===== config.mk =====
export PLATFORM = sky130hd
export DESIGN_NAME = reaction_timer
export DESIGN_NICKNAME = d
export VERILOG_FILES = /design/src/rtl/reaction_timer.sv
export SDC_FILE = /design/constraint.sdc
export NUM_CORES = 1
export LEC_CHECK = 0
export ABC_AREA = 1
export CORE_ASPECT_RATIO = 1.75
export CORE_MARGIN = 4
export CORE_UTILIZATION = 58
export DETAILED_ROUTE_END_ITERATION = 12
export PLACE_DENSITY = 0.77
export SYNTH_ARGS = -nofsm -noshare
export SYNTH_HDL_FRONTEND = slang
export SYNTH_SLANG_ARGS = --single-unit

===== constraint.sdc =====
create_clock -name clk -period 2.2 [get_ports clk]
set_input_delay 0.44 -clock clk [delete_from_list [all_inputs] [get_ports clk]]
set_output_delay 0.44 -clock clk [all_outputs]
set_load 0.02 [all_outputs]

===== src/rtl/reaction_timer.sv =====
// Reaction-game timer: takes a random delay, lights the LED after it, then measures
// the player's reaction in milliseconds, flagging false starts and timeouts.
module reaction_timer #(
    parameter int CLK_FREQ_HZ = 50_000_000,
    parameter int MAX_MS      = 9999
) (
    input  logic        clk,
    input  logic        reset_n,
    input  logic        start,
    input  logic        button,
    input  logic [13:0] random,
    input  logic        rnd_ready,
    output logic        led,
    output logic        busy,
    output logic [13:0] result_ms,
    output logic        result_valid,
    output logic        false_start,
    output logic        timeout
);

    localparam int TICK_DIV = CLK_FREQ_HZ / 1000;
    localparam int PW       = (TICK_DIV > 1) ? $clog2(TICK_DIV) : 1;
    localparam logic [PW-1:0] TICK_LAST = PW'(TICK_DIV - 1);
    localparam logic [13:0]   MAX_V     = 14'(MAX_MS);
    localparam logic [13:0]   MAX_M1    = 14'(MAX_MS - 1);

    typedef enum logic [1:0] {
        S_IDLE,
        S_WAIT_RND,
        S_DELAY,
        S_REACT
    } state_t;

    state_t        state_q, state_d;
    logic [PW-1:0] prescaler_q, prescaler_d;
    logic [13:0]   delay_cnt_q, delay_cnt_d;
    logic [13:0]   rt_cnt_q, rt_cnt_d;
    logic [13:0]   result_ms_q, result_ms_d;
    logic          led_q, led_d;
    logic          busy_q, busy_d;
    logic          result_valid_q, result_valid_d;
    logic          false_start_q, false_start_d;
    logic          timeout_q, timeout_d;
    logic          tick;

    assign tick = (prescaler_q == TICK_LAST);

    always_comb begin
        state_d        = state_q;
        delay_cnt_d    = delay_cnt_q;
        rt_cnt_d       = rt_cnt_q;
        result_ms_d    = result_ms_q;
        led_d          = led_q;
        busy_d         = busy_q;
        result_valid_d = 1'b0;
        false_start_d  = false_start_q;
        timeout_d      = timeout_q;
        // The prescaler only runs while a millisecond count is in progress.
        if ((state_q == S_DELAY) || (state_q == S_REACT)) begin
            prescaler_d = tick ? '0 : prescaler_q + 1'b1;
        end else begin
            prescaler_d = '0;
        end

        case (state_q)
            S_IDLE: begin
                if (start) begin
                    state_d       = S_WAIT_RND;
                    busy_d        = 1'b1;
                    false_start_d = 1'b0;
                    timeout_d     = 1'b0;
                end
            end
            S_WAIT_RND: begin
                if (rnd_ready) begin
                    delay_cnt_d = (random == 14'd0) ? 14'd1 : random;
                    prescaler_d = '0;
                    state_d     = S_DELAY;
                end
            end
            S_DELAY: begin
                if (button) begin
                    state_d        = S_IDLE;
                    busy_d         = 1'b0;
                    false_start_d  = 1'b1;
                    result_ms_d    = 14'd0;
                    result_valid_d = 1'b1;
                end else if (tick) begin
                    if (delay_cnt_q == 14'd1) begin
                        state_d     = S_REACT;
                        led_d       = 1'b1;
                        rt_cnt_d    = 14'd0;
                        prescaler_d = '0;
                    end else begin
                        delay_cnt_d = delay_cnt_q - 14'd1;
                    end
                end
            end
            S_REACT: begin
                // A press in a tick cycle reports the count from before that tick.
                if (button) begin
                    state_d        = S_IDLE;
                    busy_d         = 1'b0;
                    led_d          = 1'b0;
                    result_ms_d    = rt_cnt_q;
                    result_valid_d = 1'b1;
                end else if (tick) begin
                    if (rt_cnt_q == MAX_M1) begin
                        state_d        = S_IDLE;
                        busy_d         = 1'b0;
                        led_d          = 1'b0;
                        result_ms_d    = MAX_V;
                        timeout_d      = 1'b1;
                        result_valid_d = 1'b1;
                    end else begin
                        rt_cnt_d = rt_cnt_q + 14'd1;
                    end
                end
            end
            default: state_d = S_IDLE;
        endcase
    end

    always_ff @(posedge clk or negedge reset_n) begin
        if (!reset_n) begin
            state_q        <= S_IDLE;
            prescaler_q    <= '0;
            delay_cnt_q    <= 14'd0;
            rt_cnt_q       <= 14'd0;
            result_ms_q    <= 14'd0;
            led_q          <= 1'b0;
            busy_q         <= 1'b0;
            result_valid_q <= 1'b0;
            false_start_q  <= 1'b0;
            timeout_q      <= 1'b0;
        end else begin
            state_q        <= state_d;
            prescaler_q    <= prescaler_d;
            delay_cnt_q    <= delay_cnt_d;
            rt_cnt_q       <= rt_cnt_d;
            result_ms_q    <= result_ms_d;
            led_q          <= led_d;
            busy_q         <= busy_d;
            result_valid_q <= result_valid_d;
            false_start_q  <= false_start_d;
            timeout_q      <= timeout_d;
        end
    end

    assign led          = led_q;
    assign busy         = busy_q;
    assign result_ms    = result_ms_q;
    assign result_valid = result_valid_q;
    assign false_start  = false_start_q;
    assign timeout      = timeout_q;

endmodule


-- Word-level counts from Yosys, hierarchy flattened
Index checks and enable logic that the tools add are counted.
Widths: inputs -> output; s select.
- output and inout bits: 19
- register bits after elaboration: 65
- word-level logic and storage cells: 106
- mux-type cells: 56
- equal/unequal tests: 21
- add/subtract/negate cells: 3
- reductions and logical operators: 16
- operator list (operator ; number):
    $mux 14 ; 15
    $mux 16 ; 6
    $pmux 14 s2 ; 3
    $pmux 16 s2 ; 1
    $ne 2x2->1 const B ; 9
    $mux 1 ; 17
    $add 16x1->16 const B ; 1
    $eq 16x16->1 const B ; 1
    $mux 2 ; 8
    $reduce_and 5->1 ; 3
    $add 14x1->14 const B ; 1
    $eq 14x1->1 const B ; 1
    $eq 14x14->1 const B ; 1
    $logic_not 14->1 ; 1
    $sub 14x1->14 const B ; 1
    $reduce_and 6->1 ; 2
    $pmux 1 s2 ; 4
    $pmux 2 s4 ; 1
    $reduce_bool 2->1 ; 4
    $reduce_and 7->1 ; 1
    $ne 3x2->1 const B ; 2
    $ne 3x3->1 const B ; 2
    $eq 2x2->1 const B ; 2
    $ne 2x1->1 const B ; 2
    7 further kinds ; 7

-- Depth between registers and ports, before layout
Gate-level depths: netlist of run 1.
- depth in word-level cells: 7
- depth in mapped cells: 13

-- Least setup slack after synthesis of run 1
OpenSTA, ideal clock, no wires.
- kind: flip-flop to flip-flop
- from: reg state_q[0]
- to: reg rt_cnt_q[11]
- cell stages (with the launch flop): 11
- path slack: 0.526 ns
- required time: 2.083 ns
- setup time: 0.117 ns
- path buffers: 1
- arrival time: 1.557 ns
- period minus slack after synthesis: 1.674 ns
- cell sequence: dfrtp_1 -> inv_1 -> ha_1 -> nor2_1 -> inv_1 -> nand2_1 -> nor2_4 -> nand2_4 -> buf_6 -> nand2_1 -> nand2_1
- word-level cells in the longest chain between the ends: 3
- elaborated cells between the ends (all ways): 11
- those cells by class: eq/ne: 8; mux: 1; reduce/logical: 2
- ends and longest elaborated chain (item ; line ; RTL):
    from (decl) ; 34 ; state_t state_q, state_d;
    from (signal assigned) ; 137 ; state_q <= state_d;
    $eq 2x2->1 ; 65 ; case (state_q)
    $ne 2x2->1 (no source line) (tied with other cells) ; - ;
    $reduce_and 7->1 (no source line) ; - ;
    to (signal assigned) ; 140 ; rt_cnt_q <= rt_cnt_d;
    to (decl) ; 37 ; logic [13:0] rt_cnt_q, rt_cnt_d;
Parallel ways exist; a longest one is shown, timed or not.
A chain may end at the register's enable or synchronous reset.

-- Worst setup path after layout of run 1
- from: reg rt_cnt_q[0]
- to: reg result_ms_q[12], in the netlist result_ms[12]
- word-level cells in the longest chain between the ends: 3
- ends and longest elaborated chain (item ; line ; RTL):
    $eq 14x14->1 ; 108 ; if (rt_cnt_q == MAX_M1) begin
    $ne 3x2->1 (no source line) ; - ;
    $reduce_and 4->1 (no source line) ; - ;
    to (signal assigned) ; 141 ; result_ms_q <= result_ms_d;
    to (decl) ; 38 ; logic [13:0] result_ms_q, result_ms_d;
No other way between the ends.

==> run summary, run 1 <==
The run finished with clean final reports. The average routed wire per standard cell came out at 14.3 um. The detailed-route via count is ~4000. The insertion delay to the later sink of the worst-skew pair came out at 0.33 ns. The critical path capture point type is a flop. The primary flip-flop cell chosen by synthesis mapping is sky130_fd_sc_hd__dfrtp_1. The initial cell density of the core is 60.2%. The die footprint is 0.00870 mm^2.

The number of nets in the synthesized netlist came out at 647. The count of input and output buffers is 37. The startpoint identified for the worst register-to-register timing path is rt_cnt_q[0].

The root buffer cell chosen for the clock tree is sky130_fd_sc_hd__clkbuf_16. Counting flops with an async set or reset pin after synthesis yields a share of 100%. The top achievable clock speed is 502 MHz.

Overall power consumption after layout is estimated at 5.28 mW. The category of the worst setup path launch point is a flop. The H-tree was split into 3 levels. TritonCTS built the clock tree. The deepest clock path buffer count came out at 2. The half-perimeter wire length of the detailed placement result is about 8000 um. Leaving out fill and tap cells, the most frequent cell in the layout is sky130_fd_sc_hd__nand2_1. For this run, the share of the core covered by cells in the final layout is 70.8%. The cell count after placement is 736. For this design the ratio of total power to cell area is 1070 mW/mm^2. The signal on the critical path passes through inv_1 -> ha_1 -> inv_1 -> nor2_1 -> nand3b_1 -> nor2_1 -> nand2_1 -> nand3_2 -> nand3_4 -> nand2_1 -> nand2_1. The worst-case reg-to-reg path depth came out at 11. The remaining routing DRC violations came out at 0. The final hold violation count was 0. The number of diodes added for antenna fixing is 0. At the worst endpoint, the arrival time is 2.21 ns. By area the synthesized netlist is led by sky130_fd_sc_hd__dfrtp_1 39%, sky130_fd_sc_hd__nand2_1 20%, sky130_fd_sc_hd__nor2_1 7.9%, sky130_fd_sc_hd__nand3_1 6.3%, sky130_fd_sc_hd__inv_1 4.7%. The detailed-router iteration count before antenna repair came out at 4. The number of setup violations in the final report is 0.

The distinct cell type count of the synthesized netlist came out at 35. The stage delay of the slowest cell on the critical path is 0.42 ns. The initial antenna violation count is 0. Synthesis handed over a netlist of 618 instances. The cell type with the highest aggregate area in the netlist is sky130_fd_sc_hd__dfrtp_1. The post-synthesis area per instance is 6.78 um^2. The number of global-route vias before repair came out at approximately 4000. The end of the worst register-to-register path is result_ms[12]. The worst clock skew on the final layout is 0.00648 ns. The worst path needs 1.99 ns of the cycle, external delays included. The normalized max-slew margin is 68.5%. The sequential cell area fraction in the yosys report is about two fifths. The number of synthesized register bits is 65. The critical path in this run is classified as reg -> reg. The worst slack on hold paths came out at 0.121 ns.

The DRC marker count from the first detailed-route iteration is 280. The classification of the worst-slack hold path is in -> async. The slowest stage of the critical path is the sky130_fd_sc_hd__dfrtp_1 cell. The number of gates resized after CTS was 0.

Leaving out fill and tap cells, the most frequent cells in the layout are 225 x sky130_fd_sc_hd__nand2_1, 88 x sky130_fd_sc_hd__nor2_1, 65 x sky130_fd_sc_hd__dfrtp_1, 53 x sky130_fd_sc_hd__inv_1, 53 x sky130_fd_sc_hd__nand3_1. The total overflow reported by the global router is 0. In this run the count of I/O pins placed on the die edge is 38. In this run the static leakage power is between 2 and 2.5 nW. The area of the mapped netlist is 0.00419 mm^2. Across the run, the number of max-cap violations was 0. The fill cell instance count of the final layout came out at approximately 630. The weighted congestion at the end of routability-driven global placement is 1.00. The die span in x came out at 72.2 um.

The layout net count is 692. Together, buffers and inverters on the worst path number 2. Buffers inserted to repair hold after CTS numbered 0.

The worst vdd rail ir drop is ~0.6 mV. The cell family contributing the most delay on the critical path is simple AND/OR/NAND/NOR gates. Of all nets on the critical path, the largest fanout is 14. Entering global routing, the biggest net connects 66 pins. In this run, synthesis inferred 0 flip-flops with an integrated enable.

The global-route wire length before repair is 18200 um. In this run the vertical extent of the chip is 120 um. The worst-margin pin slew is 0.471 ns. The count of pins over their slew limit came out at 0. The fraction of layout instances using a drive strength above 1 is 8.41%. After clock tree synthesis, the clock-pin slew on the worst setup and hold paths is 0.05 ns. Setup repair after global routing left no endpoint under its margin. By instance count, the cell type seen most on the critical path is sky130_fd_sc_hd__nand2_1. The per-cell via count in the routed design came out at 5.48. The minimum setup slack among reg-to-reg paths came out at 0.21 ns. Yosys printed 0 warnings. The required time of the worst setup path came out at around 2.4 ns. The total routing resource utilization after global routing is 26.8%.

The final routed wirelength across all metal layers came out at 10700 um. The total area inside the core boundary comes to 0.00696 mm^2. The setup TNS is 0 ns. The final critical path takes up ~91% of the cycle. The remaining antenna violation count after routing came out at 0.

The number of buffers inserted during clock tree synthesis came out at 9. The total number of clock tree sinks came out at 65. The synthesis-to-layout area growth is 17.6%. The final standard cell count with taps included and fillers excluded is 750. In this run the biggest area consumer among cell types represents 38.8% of the synthesized area. The total number of placement rows came out at 40.

After clock tree synthesis, the setup repair step added 0 buffers.
[state kept, by name, indices dropped and copies added (netlist names)]
register,cells
busy,1
result_valid,1
delay_cnt_q,14
led,1
state_q,2
result_ms,14
rt_cnt_q,14
prescaler_q,16
false_start,1
timeout,1
[per-layer routing]
layer  vias to the layer above  track usage [%]  routed length (um)
li1                       2050                -                   -
met3                        38             4.83                 300
met5                         -                0                   0
met1                      1925             28.3                3960
met4                         0             14.7                 429
met2                        98             48.3                6030
[synthesized netlist by cell type, types with 2 or more instances]
master / number
sky130_fd_sc_hd__nand2_2: 4
sky130_fd_sc_hd__ha_1: 10
sky130_fd_sc_hd__nand2_1: 225
sky130_fd_sc_hd__nand4_1: 20
sky130_fd_sc_hd__a21oi_1: 14
sky130_fd_sc_hd__a22oi_1: 2
sky130_fd_sc_hd__nor2_2: 4
sky130_fd_sc_hd__nor2_1: 88
sky130_fd_sc_hd__buf_4: 3
sky130_fd_sc_hd__nand3_4: 2
sky130_fd_sc_hd__nor3_1: 9
sky130_fd_sc_hd__xor2_1: 6
sky130_fd_sc_hd__clkbuf_1: 3
sky130_fd_sc_hd__nand3_1: 53
sky130_fd_sc_hd__nor3b_1: 3
sky130_fd_sc_hd__or2_2: 6
sky130_fd_sc_hd__buf_6: 4
sky130_fd_sc_hd__inv_2: 8
sky130_fd_sc_hd__inv_1: 53
sky130_fd_sc_hd__o21ai_0: 20
sky130_fd_sc_hd__dfrtp_1: 65
sky130_fd_sc_hd__buf_2: 3
[kinds of logic (layout without fill, tap and decap cells)]
logic type	Yosys count	in the layout	share of synthesized area (%)
and+or+nand+nor	420	420	43.5
DFF	65	65	38.8
adders and majority gates	10	10	2.99
xor gates and xnor gates	7	7	1.46
buffers and inverters	76	124	7.88
AOI/OAI and AO/OA	40	40	5.32
[how the worst max path moves through the flow]
stage,start,endpoint,slack [ns],cells after the start
floorplan,state_q[0],rt_cnt_q[11],0.53,10
global placement,button,result_ms[5],0.29,6
detailed placement,rnd_ready,prescaler_q[2],0.23,9
CTS,rt_cnt_q[0],result_ms[12],0.19,11
global route,rt_cnt_q[0],result_ms[13],0.006,11
finish,rt_cnt_q[0],result_ms[12],0.21,11
[metrics by stage]
step	cell area [um^2]	setup WS, ns
final	4930	0.206
after global routing	4930	0.00579
after CTS	4930	0.193
after detailed placement	4660	0.230
after global placement	4660	0.287
after floorplan	4190	0.526
[area by class of cell]
| type | instances | area (um^2) | area share [%] |
|---|---|---|---|
| inverter | 62 | 233 | 4.72 |
| tap | 84 | 105 | 2.13 |
| clock inverter | 3 | 17.5 | 0.356 |
| clock buffer | 11 | 253 | 5.13 |
| timing repair buffer | 48 | 460 | 9.34 |
| sequential | 65 | 1630 | 33.0 |
| multi-input combinational | 477 | 2230 | 45.3 |
[power by group]
part	switching, mW	internal (mW)
sequential	0.234	1.44
combinational	1.50	0.800
clock	0.499	0.806
total	2.23	3.05
No activity file was read; power rests on OpenSTA's default activity.
==> run 2, diff against run 1 <==
- CTS_BUF_LIST: not set -> sky130_fd_sc_hd__clkbuf_16
==> run summary, run 2 (synthesis gave the netlist of run 1 again) <==
The run finished with clean final reports. The count of boundary I/O pins came out at 38. The flip-flop count of the largest register, all copies and words added is 16. Global routing used about half of the available met2 tracks. The final cell utilization of the core is 70.5%. The floorplan has 40 rows. The deepest clock path buffer count came out at 2. The worst-margin pin slew came out at 0.474 ns. Max-cap violations in this run came to 0. Derived from the worst setup path, the maximum achievable clock frequency is 501 MHz. The classification of the worst-slack hold path is in -> async. The post-placement worst setup slack is 0.230 ns.

The type of the worst setup path is reg -> reg. The global-route met1 utilization is 28.4%. The part of the cycle the worst path needs is approximately nine tenths.

Across the VDD grid, the largest voltage drop is 0.602 mV. In this run the power density over the cells is 1060 mW/mm^2. Counting tap cells, the placed design contains a total of 736 instances.

In this run the cell area measured after placement is 0.00466 mm^2. Buffers inserted during clock tree synthesis total 9. The cell sitting at the root of the clock tree is a sky130_fd_sc_hd__clkbuf_16. The most congested layer reported by global routing is met2.

Setup repair after global routing left no endpoint under its margin. The worst slack on hold paths is 0.122 ns. The die span in x came out at 72.2 um.

The routed design has between 10000 and 15000 um of wire. TritonCTS built the clock tree. The core area is roughly 0.0070 mm^2. The number of setup buffers added after CTS came out at 0. The number of diodes added for antenna fixing came out at 0. The per-cell via count in the routed design is 5.47.

The count of H-tree levels built during CTS came out at 3. The total routing resource utilization after global routing came out at a little over a quarter. In this run the critical register-to-register path is launched from rt_cnt_q[0]. The setup TNS came out at 0 ns. Leaving out filler cells and counting taps, the final layout contains 750. STA classifies the critical path startpoint as a flop. Across all layers, the routed design uses 4103 vias.

The layout net count is slightly below 700. The worst-case reg-to-reg path depth is 11. In this run the remaining antenna-violating nets after routing total 0. In the layout the commonest cells are 225 x sky130_fd_sc_hd__nand2_1, 88 x sky130_fd_sc_hd__nor2_1, 65 x sky130_fd_sc_hd__dfrtp_1, 53 x sky130_fd_sc_hd__inv_1, 53 x sky130_fd_sc_hd__nand3_1.

The final setup slack of the worst path is 0.206 ns. The clock arrives with 0.00626 ns of skew. The critical path capture point type is a flop.

The first detailed-routing pass took 4 iterations. The number of setup violations in the final report is 0. The number of global-route vias before repair is just over 4000.

Data on the critical path is required at its endpoint by between 2 and 2.5 ns. The final hold violation count came out at 0. The worst register-to-register path ends at result_ms[12]. The global-route wire length before repair is 18200 um. The critical path starts at rt_cnt_q[0]. Summed over all layers, the global routing overflow is 0.

The number of hold buffers added after cts came out at 0. The first routing iteration left 343 violations. The initial antenna violation count came out at 0.

The average routed wire per standard cell is about 14 um. The later pin in the worst-skew pair is clocked with a latency of 0.33 ns. The sequential standard cell area came out at 0.00163 mm^2. The pin count of the biggest net entering global routing came out at 66. Data arrives at the worst endpoint at 2.21 ns. The total number of clock tree sinks came out at 65. The half-perimeter wire length of the detailed placement result is 8000 um. The area growth from synthesis to layout is 17.1%. The multi-input logic area came out at 0.00223 mm^2. Total power for the finished layout comes to around 5.2 mW. The filler cells instantiated in the layout total 629. The clock input transition at the sequential cells of the worst setup and hold paths came out at 0.05 ns. The design area came out at 0.00491 mm^2. The remaining routing DRC violations came out at 0. In this run the vertical extent of the chip is 120 um. The normalized max-slew margin is between 60% and 70%.

Of the cells placed in the final design, the portion with a size suffix greater than 1 is 8.11%. prescaler_q holds more flip-flops than any other register. The die covers 0.00870 mm^2. In this run the worst path has a maximum fanout of 14. For this design the static power due to leakage is roughly 2.4 nW. The weighted congestion at the end of routability-driven global placement is 1.00. The initial cell density of the core came out at 60.2%. The number of gates resized after CTS came out at 0. The leading cell type in the layout, fill and taps excluded is sky130_fd_sc_hd__nand2_1. The global routing usage on met3 came out at ~4.8%.

The minimum setup slack among reg-to-reg paths came out at 0.21 ns. The time the worst path needs with I/O delays and setup is 1.99 ns. The count of input and output buffers came out at 37. The count of pins over their slew limit is 0.
-- run 2: changes by cell type in the layout (fill, tap and decap cells not counted), sizes merged --
cell,previous run,this run
clkbuf,11,9
clkinv,3,5
-- run 2: power breakdown --
| part | internal [mW] | switching [mW] | total, mW |
|---|---|---|---|
| combinational | 0.799 | 1.50 | 2.30 |
| sequential | 1.44 | 0.234 | 1.68 |
| clock | 0.735 | 0.492 | 1.23 |
-- run 2: critical path: stages (launching register included) --
cell and delay (ns):
sky130_fd_sc_hd__dfrtp_1 0.42, sky130_fd_sc_hd__inv_1 0.10, sky130_fd_sc_hd__ha_1 0.18, sky130_fd_sc_hd__inv_1 0.05, sky130_fd_sc_hd__nor2_1 0.08, sky130_fd_sc_hd__nand3b_1 0.09, sky130_fd_sc_hd__nor2_1 0.16, sky130_fd_sc_hd__nand2_1 0.11
sky130_fd_sc_hd__nand3_2 0.25, sky130_fd_sc_hd__nand3_4 0.24, sky130_fd_sc_hd__nand2_1 0.13, sky130_fd_sc_hd__nand2_1 0.06
-- run 2: routing by layer --
metal	vias up	share of wire, %
li1	2051	-
met1	1906	37
met2	102	55
met3	44	3.2
met4	0	4.5
met5	-	0
-- run 2: worst max path at each step --
stage / endpoint / depth (start not counted)
after floorplan: rt_cnt_q[11] / 10
after global placement: result_ms[5] / 6
after detailed placement: prescaler_q[2] / 9
after CTS: result_ms[12] / 11
after global routing: result_ms[13] / 11
final: result_ms[12] / 11
-- run 2: area by class of cell --
type / instances / share of cell area [%]
clock buffers: 9 / 4.59
clock inverters: 5 / 0.510
inverters: 62 / 4.74
multi-input cells: 477 / 45.5
flip-flops and latches: 65 / 33.1
well taps: 84 / 2.14
repair buffers: 48 / 9.38
==> run 3, diff against run 2 <==
- PLACE_DENSITY: 0.77 -> 0.78
- SLEW_MARGIN: not set -> 20
==> run summary, run 3 (synthesis gave the netlist of run 1 again) <==
The run finished with clean final reports. In the final layout, the share of cells above drive strength 1 is 8.79%. The final layout contains routed wiring with a total length of 11000 um. The design area came out at 0.00500 mm^2.

The final hold violation count is 0. The path class of the tightest hold or removal check is in -> async. Before antenna repair, the detailed router went through 5 iterations. The number of diodes added for antenna fixing is 0. The instance area after placement is 0.00468 mm^2. The initial cell density of the core came out at 60.2%. The normalized max-slew margin is 67.3%.

The total overflow reported by the global router is 0. The number of global-route vias before repair is 4345. The library cell used most frequently in the layout, excluding fill and tap cells, is sky130_fd_sc_hd__nand2_1. Max-cap violations in this run came to 0. The global-route wire length before repair is 18800 um.

In this design, the stage delay of the slowest critical-path cell is between 0.3 and 0.4 ns. STA classifies the critical path startpoint as a flop. The half-perimeter wire length of the detailed placement result came out at between 8000 and 9000 um. Entering global routing, the biggest net connects 66 pins. The number of hold buffers added after cts came out at 0. The routed layout has between 4000 and 5000 vias.

The count of buffering cells on the critical path with inverters included came out at 0. The count of pins over their slew limit is 0. The clock passes through at most 2 buffers.

The average routed wire per standard cell is about 15 um. The flip-flop count of the largest register, all copies and words added came out at 16. The setup TNS is 0 ns.

After the first detailed-routing iteration, the DRC count stood at about 350. Leaving out fill and tap cells, the most frequent cells in the layout are 225 x sky130_fd_sc_hd__nand2_1, 88 x sky130_fd_sc_hd__nor2_1, 65 x sky130_fd_sc_hd__dfrtp_1, 54 x sky130_fd_sc_hd__inv_1, 53 x sky130_fd_sc_hd__nand3_1. The total number of clock tree sinks came out at 65. The die footprint is 0.00870 mm^2.

The cell with the most instances on the worst path is sky130_fd_sc_hd__nand2_1. The number of gates resized after CTS came out at 0. The count of boundary I/O pins came out at 38. The total power density per cell area came out at 1110 mW/mm^2. Post-CTS timing repair inserted 0 buffers for setup. The data arrival at the endpoint of the critical path is 2.21 ns.

The fill cell instance count of the final layout came out at about 590. The detail route stage leaves a number of antenna-violating nets equal to 0. For the pin with the worst max-slew slack, the measured transition is 0.487 ns. Setup repair after global routing left no endpoint under its margin.

The CTS tree is built. The time the worst path needs with I/O delays and setup is 1.98 ns. The synthesis-to-layout area growth came out at 19.3%. In the routed layout, each cell is associated on average with a via count of around 5.6. The analysis attributes to cell leakage a power of 2.47 nW.

The launch point of the worst reg-to-reg path is prescaler_q[0]. The clock input transition at the sequential cells of the worst setup and hold paths is about 0.06 ns. The die span in x is 72.2 um. The insertion delay to the later sink of the worst-skew pair came out at about 0.34 ns. The worst-case reg-to-reg path depth is 10. The endpoint identified for the worst register-to-register timing path is result_ms[6]. The initial antenna violation count is 0. The total number of placement rows is 40. The top achievable clock speed is 506 MHz. The remaining routing DRC violations is 0. The largest individual stage delay along the critical path comes from the cell sky130_fd_sc_hd__dfrtp_1. The required time of the worst setup path came out at 2.43 ns. The worst clock skew on the final layout is ~0.0043 ns. The critical path capture point type is a flop. The die is about 120 um tall.

Along the worst path, the maximum fanout reaches 14. The buffer type at the clock tree root is sky130_fd_sc_hd__clkbuf_16. Counting the buffers created by CTS gives 9. Setup slack on the worst reg-to-reg path comes out at 0.22 ns. In this design, the largest share of critical-path delay is due to simple AND/OR/NAND/NOR gates. The signal on the critical path passes through ha_1 -> nand2_1 -> nor2_1 -> nand2_1 -> nor2_2 -> nand2_1 -> nand3_2 -> nand3_4 -> nand2_1 -> nand2_1. IR analysis of the VDD net gives a maximum drop of 0.588 mV. The count of input and output buffers came out at 37. The core area came out at 0.00696 mm^2. The H-tree was split into 3 levels. The setup path with the least slack is of type reg -> reg. The layout net count is 695. Global routing used 27.6% of the available tracks. Setup violations remaining at the end of the flow were counted as 0. Dividing the final minimum period by the clock period gives 89.9%. prescaler_q holds more flip-flops than any other register. Routability-driven placement finished with a final weighted congestion of 0.946.
[run 3: changes by cell type in the layout (fill, tap and decap cells not counted), sizes merged]
cell / previous run / this run
clkinvlp: 1 / 0
clkinv: 5 / 3
bufinv: 0 / 2
inv: 61 / 64
buf: 12 / 15
[run 3: worst max-delay path by stage]
stage               cells after the start            from  slack [ns]            to
finish                                 10  prescaler_q[0]        0.22  result_ms[6]
global route                           10  prescaler_q[0]        0.05  result_ms[6]
CTS                                    10  prescaler_q[0]        0.23  result_ms[6]
detailed placement                      7          button        0.23   rt_cnt_q[4]
global placement                        7          button        0.30  rt_cnt_q[11]
floorplan                              10      state_q[0]        0.53  rt_cnt_q[11]
[run 3: area by class of cell]
type	instances	area [um^2]	area share, %
clock inverters	7	93.8	1.88
inverters	62	233	4.66
repair buffers	51	483	9.66
multi-input cells	477	2230	44.7
flip-flops and latches	65	1630	32.5
well taps	84	105	2.10
clock buffers	9	225	4.51
[run 3: metrics by stage]
stage | worst slack [ns] | total power [mW] | utilization (%) | std cells | hold WS [ns]
after CTS | 0.230 | 5.57 | 71.9 | 755 | 0.129
after global placement | 0.302 | 3.93 | 67.3 | 739 | 0.439
final | 0.223 | 5.56 | 71.9 | 755 | 0.112
after global routing | 0.0538 | 5.96 | 71.9 | 755 | 0.142
after detailed placement | 0.231 | 4.00 | 67.3 | 739 | 0.455
after floorplan | 0.526 | 3.37 | - | 618 | 0.144
[run 3: power breakdown]
| group | internal (mW) | switching [mW] | leakage (nW) | total [mW] |
|---|---|---|---|---|
| registers | 1.44 | 0.228 | 0.870 | 1.67 |
| logic | 0.812 | 1.53 | 1.44 | 2.34 |
| clock network | 0.993 | 0.553 | 0.159 | 1.55 |
| total | 3.25 | 2.31 | 2.47 | 5.56 |
[run 3: metal layers]
layer  vias up  global-route usage, %  routed length (um)
met5         -                      0                   0
met4         0                   15.5                 463
met3        42                   5.74                 517
met2       133                   51.0                6150
met1      1985                   27.5                3910
li1       2055                      -                   -
